--- src/rtl/pipeline_return_buffer.sv ---
// Credit-gated return buffer at the tail of a fixed-latency, non-stallable pipe.
// Results are captured into a circular FIFO and presented downstream as ready/valid.
module pipeline_return_buffer #(
  parameter int BIT_WIDTH = 10,
  parameter int DEPTH     = 8,
  parameter int CNT_W     = 4
) (
  input  logic                 clk,
  input  logic                 reset,
  output logic                 issue_ready,
  input  logic                 issue_valid,
  input  logic                 ret_valid,
  input  logic [BIT_WIDTH-1:0] ret_data,
  output logic                 out_valid,
  input  logic                 out_ready,
  output logic [BIT_WIDTH-1:0] out_data,
  output logic [CNT_W-1:0]     occupancy,
  output logic                 issue_err,
  output logic                 ret_err
);

  localparam int                PTR_W     = (DEPTH > 1) ? $clog2(DEPTH) : 1;
  localparam logic [PTR_W-1:0]  LAST_PTR  = PTR_W'(DEPTH - 1);
  localparam logic [CNT_W-1:0]  DEPTH_CNT = CNT_W'(DEPTH);
  localparam logic [CNT_W-1:0]  ONE_CNT   = CNT_W'(1);

  logic [BIT_WIDTH-1:0] mem [DEPTH];

  logic [CNT_W-1:0]     credits_q, credits_d;
  logic [CNT_W-1:0]     in_flight_q, in_flight_d;
  logic [CNT_W-1:0]     occ_q, occ_d;
  logic [PTR_W-1:0]     wr_ptr_q, wr_ptr_d;
  logic [PTR_W-1:0]     rd_ptr_q, rd_ptr_d;
  logic [BIT_WIDTH-1:0] out_data_q, out_data_d;
  logic                 issue_err_q, issue_err_d;
  logic                 ret_err_q, ret_err_d;

  logic iss, ret, pop;

  function automatic logic [PTR_W-1:0] ptr_inc(input logic [PTR_W-1:0] p);
    return (p == LAST_PTR) ? '0 : p + PTR_W'(1);
  endfunction

  assign issue_ready = (credits_q != '0);
  assign out_valid   = (occ_q != '0);
  assign out_data    = out_data_q;
  assign occupancy   = occ_q;
  assign issue_err   = issue_err_q;
  assign ret_err     = ret_err_q;

  always_comb begin
    iss = issue_valid & issue_ready;
    ret = ret_valid & (in_flight_q != '0);
    pop = out_valid & out_ready;

    credits_d = credits_q;
    case ({iss, pop})
      2'b10:   credits_d = credits_q - ONE_CNT;
      2'b01:   credits_d = credits_q + ONE_CNT;
      default: credits_d = credits_q;
    endcase

    in_flight_d = in_flight_q;
    case ({iss, ret})
      2'b10:   in_flight_d = in_flight_q + ONE_CNT;
      2'b01:   in_flight_d = in_flight_q - ONE_CNT;
      default: in_flight_d = in_flight_q;
    endcase

    occ_d = occ_q;
    case ({ret, pop})
      2'b10:   occ_d = occ_q + ONE_CNT;
      2'b01:   occ_d = occ_q - ONE_CNT;
      default: occ_d = occ_q;
    endcase

    wr_ptr_d = ret ? ptr_inc(wr_ptr_q) : wr_ptr_q;
    rd_ptr_d = pop ? ptr_inc(rd_ptr_q) : rd_ptr_q;

    // Head for next cycle: the word being written lands there if it becomes the new head.
    out_data_d = out_data_q;
    if (occ_d != '0) begin
      if (ret && (wr_ptr_q == rd_ptr_d)) begin
        out_data_d = ret_data;
      end else begin
        out_data_d = mem[rd_ptr_d];
      end
    end

    issue_err_d = issue_err_q | (issue_valid & ~issue_ready);
    ret_err_d   = ret_err_q | (ret_valid & (in_flight_q == '0));
  end

  always_ff @(posedge clk) begin
    if (ret) begin
      mem[wr_ptr_q] <= ret_data;
    end
  end

  always_ff @(posedge clk or posedge reset) begin
    if (reset) begin
      credits_q   <= DEPTH_CNT;
      in_flight_q <= '0;
      occ_q       <= '0;
      wr_ptr_q    <= '0;
      rd_ptr_q    <= '0;
      out_data_q  <= '0;
      issue_err_q <= 1'b0;
      ret_err_q   <= 1'b0;
    end else begin
      credits_q   <= credits_d;
      in_flight_q <= in_flight_d;
      occ_q       <= occ_d;
      wr_ptr_q    <= wr_ptr_d;
      rd_ptr_q    <= rd_ptr_d;
      out_data_q  <= out_data_d;
      issue_err_q <= issue_err_d;
      ret_err_q   <= ret_err_d;
    end
  end

endmodule
--- config.mk ---
export PLATFORM = sky130hd
export DESIGN_NAME = pipeline_return_buffer
export DESIGN_NICKNAME = d
export VERILOG_FILES = /design/src/rtl/pipeline_return_buffer.sv
export SDC_FILE = /design/constraint.sdc
export NUM_CORES = 1
export LEC_CHECK = 0
export CORE_ASPECT_RATIO = 2
export CORE_MARGIN = 10
export CORE_UTILIZATION = 60
export CTS_CLUSTER_SIZE = 14
export DETAILED_ROUTE_END_ITERATION = 10
export GPL_TIMING_DRIVEN = 0
export HOLD_SLACK_MARGIN = 0.08
export PLACE_DENSITY = 0.88
export SLEW_MARGIN = 40
export SYNTH_ARGS = -nofsm -noshare
export SYNTH_HDL_FRONTEND = slang
export SYNTH_SLANG_ARGS = --single-unit
--- constraint.sdc ---
create_clock -name clk -period 4 [get_ports clk]
set_input_delay 1 -clock clk [delete_from_list [all_inputs] [get_ports clk]]
set_output_delay 1 -clock clk [all_outputs]
set_load 0.01 [all_outputs]
==> impl_metrics.yaml, run 1 <==
outcome:
  status: "completed"
sta:
  finClkSkew_ps: 9.98
  setup_viol: 0
  post-route-period-util: 0.967
  tightestPinTransition_ps: 816
  final_hold_viol_count: 0
  final-max-slew-violation-count: 0
  post-route-min-period_ps: 3870
  fmax_ghz: 0.259
  final.setup.tns_ps: 0
  slew_headroom: 0.453
  worst_slack_ps: 132
  rsz0062_at_grt: "no"
finish:
  antenna_cells: 0
  syn_to_final_growth_pct: 15.1
  nets: 552
  drive_above_1_share: 0.102
route:
  vias_per_cell: 7.08
  post_drt_wl_per_cell_um: 24.0
  via_count: 4453
  drt_iter0_drc: 551
  ant_nets: 0
  wl_met1_um: 4750
  route.met3.wl_um: 1220
  drc: 0
  top_layer: "met4"
  wl_met2_um: 7910
  first_pass_iters: 6
  wl_um: 15100
run:
  maxCapViolations: 0
global_route:
  grt_pass1_vias: 4581
  antenna_found_initial: 0
  grt_max_degree: 31
  track_usage: 0.228
  grt_pass1_wl_um: 24000
  grt_overflow_total: 0
place:
  gp_congestion: 0.897
  dp_hpwl_um: 10700
  place_ws_ps: -1170
  portBuffers: 32
synth:
  syn_inst: 475
  yosysSeqAreaShare: 0.575
  yosys-top-cells-area: "edfxtp_1, dfrtp_1, a21oi_1"
  synth_top_area_frac: 0.438
  synth_edf_count: 80
  synth_cell_types: 57
  synthMostInstantiatedCell: "edfxtp_1"
  synth_top_area_cell: "edfxtp_1"
  ys_ff_latch: 110
  synth_area_sq_um: 5490
  synth_compound_area_frac: 0.200
  synth_common_cells: "edfxtp_1, a21oi_1, nand2_1"
  avgSynthCellArea_sq_um: 11.5
  synth_ff_type: "edfxtp_1"
  async_reset_ff_frac: 0.273
  synthAdderAreaFrac: 0.0370
  synth-simple-area-share: 0.108
  synth_fp_nets: 505
  yosys_warnings: 0
  yosys-mux-area-fraction: 0.0255
  synth_top_family_by_area: "compound AO/OA/AOI/OAI gates"
  yosys.area_share.xor_xnor: 0.0205
clocking:
  cts_tree: "done"
  clock_latency_ps: 350
  cts-root-buf: "clkbuf_16"
  clkTransAtPathRegs_ps: 70
  cts_made_buffers: 9
  ctsHoldBuffers: 0
  clock_sinks: 110
  cts_max_level: 3
  cts_buffer_depth: 2
power_and_ir_drop:
  combinationalPowerShare: 0.506
  ir_worst_vdd_mv: 0.419
  seqPwrFrac: 0.321
  power_switching_uw: 2290
  intPower_uw: 3160
  clkPwrFrac: 0.173
  fin_total_pwr_uw: 5450
  total_leakage_power_uw: 0.00238
  p_sw_frac: 0.421
  powerDensity_nw_per_um2: 863
critical_path:
  path_max_fanout: 14
  path_class: "primary input to register"
  critPathCaptureType: "register"
  start_kind: "primary input"
  cp_data_arrival_time_ps: 4140
  required_ps: 4270
min_path:
  holdCritPathClass: "register to register"
floorplanning:
  initial_core_util: 0.613
  core_region_area_sq_um: 8950
  ios: 33
  chipHeight_um: 155
  rows: 49
  dieWidth_um: 87.6
  die_area_sq_um: 13600
## stage by stage
| stage | instances | util | area, sq um | hold WS (ps) |
|---|---|---|---|---|
| after floorplan | 475 | - | 5490 | 443 |
| after global placement | 609 | 0.663 | 5930 | 438 |
| after detailed placement | 614 | 0.669 | 5990 | 458 |
| after CTS | 629 | 0.705 | 6310 | 479 |
| after global routing | 629 | 0.705 | 6310 | 498 |
| final | 629 | 0.705 | 6310 | 476 |
## repair_timing
item	CTS	global route
setup endpoints to repair	12	10
resized for setup	2	2
buffers inserted	1	0
pin swaps	1	0
## cells in the final DEF (no fill, tap or decap), drive strengths merged, types with 5 or more instances in the layout
master         count
a22oi              6
o211a              5
a211o              8
and3               9
edfxtp            80
inv               14
a21oi             49
or3                7
o211ai             7
nand3             20
mux2i              9
ha                13
xor2               5
nand2             33
nor2              21
clkdlybuf4s50     32
clkbuf            29
a31oi             10
o21ai             31
xnor2              7
a211oi             5
buf               17
a21o              15
nor3               7
dfrtp             29
o22a               5
o22ai              6
## power groups by stage
stage | Clock (uW) | Sequential, uW | Combinational, uW
2_1_floorplan | 0 | 1740 | 1760
3_3_place_gp | 0 | 1750 | 2510
6_report | 943 | 1750 | 2760
3_5_place_dp | 0 | 1760 | 2660
4_1_cts | 950 | 1740 | 2700
5_1_grt | 992 | 1780 | 2970
## flip-flops by register name (all words and copies together) (netlist names)
name / count
mem: 80
out_data: 10
credits_q: 4
in_flight_q: 4
occupancy: 4
rd_ptr_q: 3
wr_ptr_q: 3
issue_err: 1
ret_err: 1
## kinds of logic (layout without fill, tap and decap cells)
| kind of cell | after synthesis | count (layout) |
|---|---|---|
| flip-flops | 110 | 110 |
| AO/OA/AOI/OAI | 164 | 164 |
| buffers and inverters | 44 | 96 |
| XOR/XNOR | 12 | 12 |
| adder cells (fa/ha/maj) | 15 | 15 |
| AND/OR/NAND/NOR | 118 | 118 |
| multiplexers | 12 | 12 |
## worst max-delay path: stages
cell and delay (ps):
clkdlybuf4s50_1 530, o41ai_4 180, inv_4 210, clkbuf_4 310, ha_1 270, xor2_1 90, ha_1 180, a21oi_1 150
mux2i_1 260, xor2_1 250, and4_2 420, a21oi_1 100, a21oi_1 170
## path summary, 6_finish.rpt
kind	start	to	slack, ps	depth (start not counted)
setup reg to reg	occupancy[1]	out_data[4]	250	13
hold reg to reg	issue_err	issue_err	480	1
hold / removal	issue_err	issue_err	480	1
setup / recovery	out_ready	out_data[4]	130	13
max in group asynchronous	reset	out_data[2]	2510	2
min in group asynchronous	reset	occupancy[1]	1060	2
## final cells by class
class                      count  area [sq um]
multi-input combinational    321          2180
clock buffer                  11           233
sequential                   110          3150
tap                          102           128
buffer                        29           130
inverter                      13          51.3
fill                         607          2640
clock inverter                 5          81.3
timing repair buffer          38           353
## metal layers
| metal | vias up | global-route usage |
|---|---|---|
| li1 | 1911 | - |
| met1 | 2138 | 0.240 |
| met2 | 301 | 0.385 |
| met3 | 103 | 0.0424 |
| met4 | 0 | 0.169 |
| met5 | - | 0 |
No activity file was read; power rests on OpenSTA's default activity.
==> run 2, diff against run 1 <==
--- a/config.mk
+++ b/config.mk
@@ -5,14 +5,15 @@
 export SDC_FILE = /design/constraint.sdc
 export NUM_CORES = 1
 export LEC_CHECK = 0
+export ABC_AREA = 1
 export CORE_ASPECT_RATIO = 2
 export CORE_MARGIN = 10
-export CORE_UTILIZATION = 60
+export CORE_UTILIZATION = 59
 export CTS_CLUSTER_SIZE = 14
 export DETAILED_ROUTE_END_ITERATION = 10
 export GPL_TIMING_DRIVEN = 0
 export HOLD_SLACK_MARGIN = 0.08
-export PLACE_DENSITY = 0.88
+export PLACE_DENSITY = 0.87
 export SLEW_MARGIN = 40
 export SYNTH_ARGS = -nofsm -noshare
 export SYNTH_HDL_FRONTEND = slang
==> run 2 against run 1 <==
  * Cell count increased by 9.4%
  * Clock-buffer cell count decreased by 1
  * Sequential power decreased by 3%
  * Via count decreased by 8.8%
  * Global-route usage decreased by 2.6 points
  * Utilization decreased by 0.71 points
  * Flip-flop and latch count unchanged
  * Hold slack got worse by 7.4 ps
  * Clock power increased by 2%
  * Highest routed layer unchanged
  * First-iteration DRC count increased by 11%
  * Register-to-register slack improved by 590 ps
==> impl_metrics.yaml, run 2 <==
sta:
  final-max-slew-violation-count: 0
  fmax_ghz: 0.271
  post-route-period-util: 0.922
  tightestPinTransition_ps: 729
  final.setup.tns_ps: 0
  finClkSkew_ps: 9.69
  setup_viol: 0
  slew_headroom: 0.514
  rsz0062_at_grt: "no"
  worst_slack_ps: 311
  post-route-min-period_ps: 3690
  final_hold_viol_count: 0
synth:
  ys_ff_latch: 110
  yosys-mux-area-fraction: 0
  synth_top_area_cell: "edfxtp_1"
  syn_inst: 538
  synth_top_family_by_area: "simple AND/OR/NAND/NOR gates"
  synth_area_sq_um: 5270
  synth_ff_type: "edfxtp_1"
  yosys_warnings: 0
  synth-simple-area-share: 0.241
  synthAdderAreaFrac: 0.0385
  yosysSeqAreaShare: 0.599
  yosys-top-cells-area: "edfxtp_1, dfrtp_1, nand3_1"
  synth_cell_types: 31
  avgSynthCellArea_sq_um: 9.80
  synthMostInstantiatedCell: "nand2_1"
  async_reset_ff_frac: 0.273
  synth_edf_count: 80
  synth_top_area_frac: 0.456
  synth_common_cells: "nand2_1, nand3_1, inv_1"
  synth_compound_area_frac: 0.0242
  synth_fp_nets: 568
  yosys.area_share.xor_xnor: 0.0116
power_and_ir_drop:
  powerDensity_nw_per_um2: 832
  seqPwrFrac: 0.334
  p_sw_frac: 0.416
  clkPwrFrac: 0.190
  combinationalPowerShare: 0.476
  power_switching_uw: 2100
  ir_worst_vdd_mv: 0.594
  intPower_uw: 2950
  total_leakage_power_uw: 0.00270
clocking:
  cts_tree: "done"
  cts-root-buf: "clkbuf_16"
  cts_max_level: 3
  clock_latency_ps: 350
  clock_sinks: 110
  cts_made_buffers: 9
  clkTransAtPathRegs_ps: 70
  cts_buffer_depth: 2
floorplanning:
  initial_core_util: 0.605
  chipHeight_um: 154
  rows: 48
  die_area_sq_um: 13300
  ios: 33
  core_region_area_sq_um: 8710
  dieWidth_um: 86.8
finish:
  drive_above_1_share: 0.100
  final_cell_mix: "nand2_1, nand3_1, inv_1"
  final_common_cell: "nand2_1"
  antenna_cells: 0
  largest_reg_flops: 80
  regMostFlops: "mem"
  nets: 613
  syn_to_final_growth_pct: 15.4
  fill_cells: 567
critical_path:
  critPathCaptureType: "register"
  required_ps: 4290
  start_kind: "primary input"
  worstPathCellList: "clkdlybuf4s50_1 > inv_1 > a31oi_4 > inv_1 > ha_1 > nand2_1 > inv_1 > nor2_1 > ha_1 > o21ai_0 > nand2_1 > nor2_1 > nand3_2 > buf_4 > inv_1 > nand2_1 > nand2_1"
  crit_slowest_cell: "clkdlybuf4s50_1"
  critPathMaxStageDelay_ps: 480
  critical_path.top_delay_family: "buffers and inverters"
  crit_buf_inv: 6
  path_class: "primary input to register"
  cp_data_arrival_time_ps: 3980
  path_max_fanout: 10
route:
  via_count: 4062
  vias_per_cell: 5.90
  drc: 0
  ant_nets: 0
  post_drt_wl_per_cell_um: 19.1
  first_pass_iters: 5
  wl_um: 13100
  drt_iter0_drc: 610
run:
  maxCapViolations: 0
global_route:
  grt_pass1_wl_um: 20800
  track_usage: 0.202
  grt_pass1_vias: 4271
  grt_max_degree: 31
  antenna_found_initial: 0
  grt_overflow_total: 0
min_path:
  holdCritPathClass: "register to register"
place:
  place_ws_ps: -188
  portBuffers: 32
  gp_congestion: 0.848
  dp_hpwl_um: 8970
outcome:
  status: "completed"
[run 2: cell count changes after synthesis, sizes merged, moves of 9 or more]
cell    before  now
a21o        15    1
a21oi       49    8
a31oi       10    1
and3         9    0
clkbuf      19    0
inv         13   86
mux2i        9    0
nand2       33  127
nand3       20  114
nor2        21   30
o21ai       31    7
[run 2: cells by family (layout without fill, tap and decap cells)]
group           count (synthesis)  in the layout
simple gates                  280            280
flops                         110            110
buf+inv                       105            155
compound gates                 21             21
fa+ha+maj                      15             15
xor+xnor                        7              7
[run 2: worst reg2reg max path, delay by kind of cell (launching register included)]
kind | cells | cell delay (ps)
AND/OR/NAND/NOR | 10 | 1430
AO/OA/AOI/OAI | 1 | 200
adder cells (fa/ha/maj) | 2 | 500
buffers and inverters | 4 | 560
flip-flops | 1 | 420
[run 2: worst paths after layout]
path | startpoint | end | slack [ps] | depth (start not counted)
setup / recovery | ret_valid | out_data[1] | 310 | 17
hold / removal | in_flight_q[0] | in_flight_q[0] | 470 | 1
setup reg to reg | occupancy[2] | out_data[1] | 840 | 17
hold reg to reg | in_flight_q[0] | in_flight_q[0] | 470 | 1
max in group asynchronous | reset | in_flight_q[1] | 2480 | 2
min in group asynchronous | reset | out_data[9] | 1080 | 2
[run 2: metrics by stage]
stage / power (uW) / instance area (sq um) / hold WS (ps) / std cells / utilization
floorplan: 3230 / 5270 / 437 / 538 / -
global placement: 3860 / 5720 / 453 / 670 / 0.656
detailed placement: 4020 / 5740 / 456 / 670 / 0.659
CTS: 5010 / 6060 / 472 / 686 / 0.696
global route: 5370 / 6080 / 493 / 688 / 0.698
finish: 5060 / 6080 / 469 / 688 / 0.698
[run 2: area by class of cell]
| type | count | area (sq um) | area share |
|---|---|---|---|
| Clock inverter | 6 | 92.6 | 0.0152 |
| Timing Repair Buffer | 34 | 335 | 0.0551 |
| Sequential cell | 110 | 3150 | 0.519 |
| Multi-Input combinational cell | 323 | 1690 | 0.278 |
| Tap cell | 100 | 125 | 0.0206 |
| Inverter | 87 | 327 | 0.0537 |
| Buffer | 18 | 129 | 0.0212 |
| Clock buffer | 10 | 229 | 0.0377 |
[run 2: power by group through the flow]
stage / sequential, uW / combinational, uW / clock [uW]
6_report: 1690 / 2410 / 961
2_1_floorplan: 1710 / 1520 / 0
5_1_grt: 1710 / 2650 / 1010
3_5_place_dp: 1700 / 2320 / 0
4_1_cts: 1680 / 2360 / 962
3_3_place_gp: 1690 / 2170 / 0
[run 2: metal layers]
layer,track usage,share of wire
met5,0,0
met4,0.165,0.074
met3,0.0540,0.066
met2,0.343,0.53
met1,0.192,0.33
[run 2: what timing repair did]
item | in CTS | in global routing
hold endpoints to repair | 0 | 0
hold buffers | 0 | 0
setup buffers | 0 | 2
setup endpoints to repair | 0 | 10
resized for setup | 0 | 1
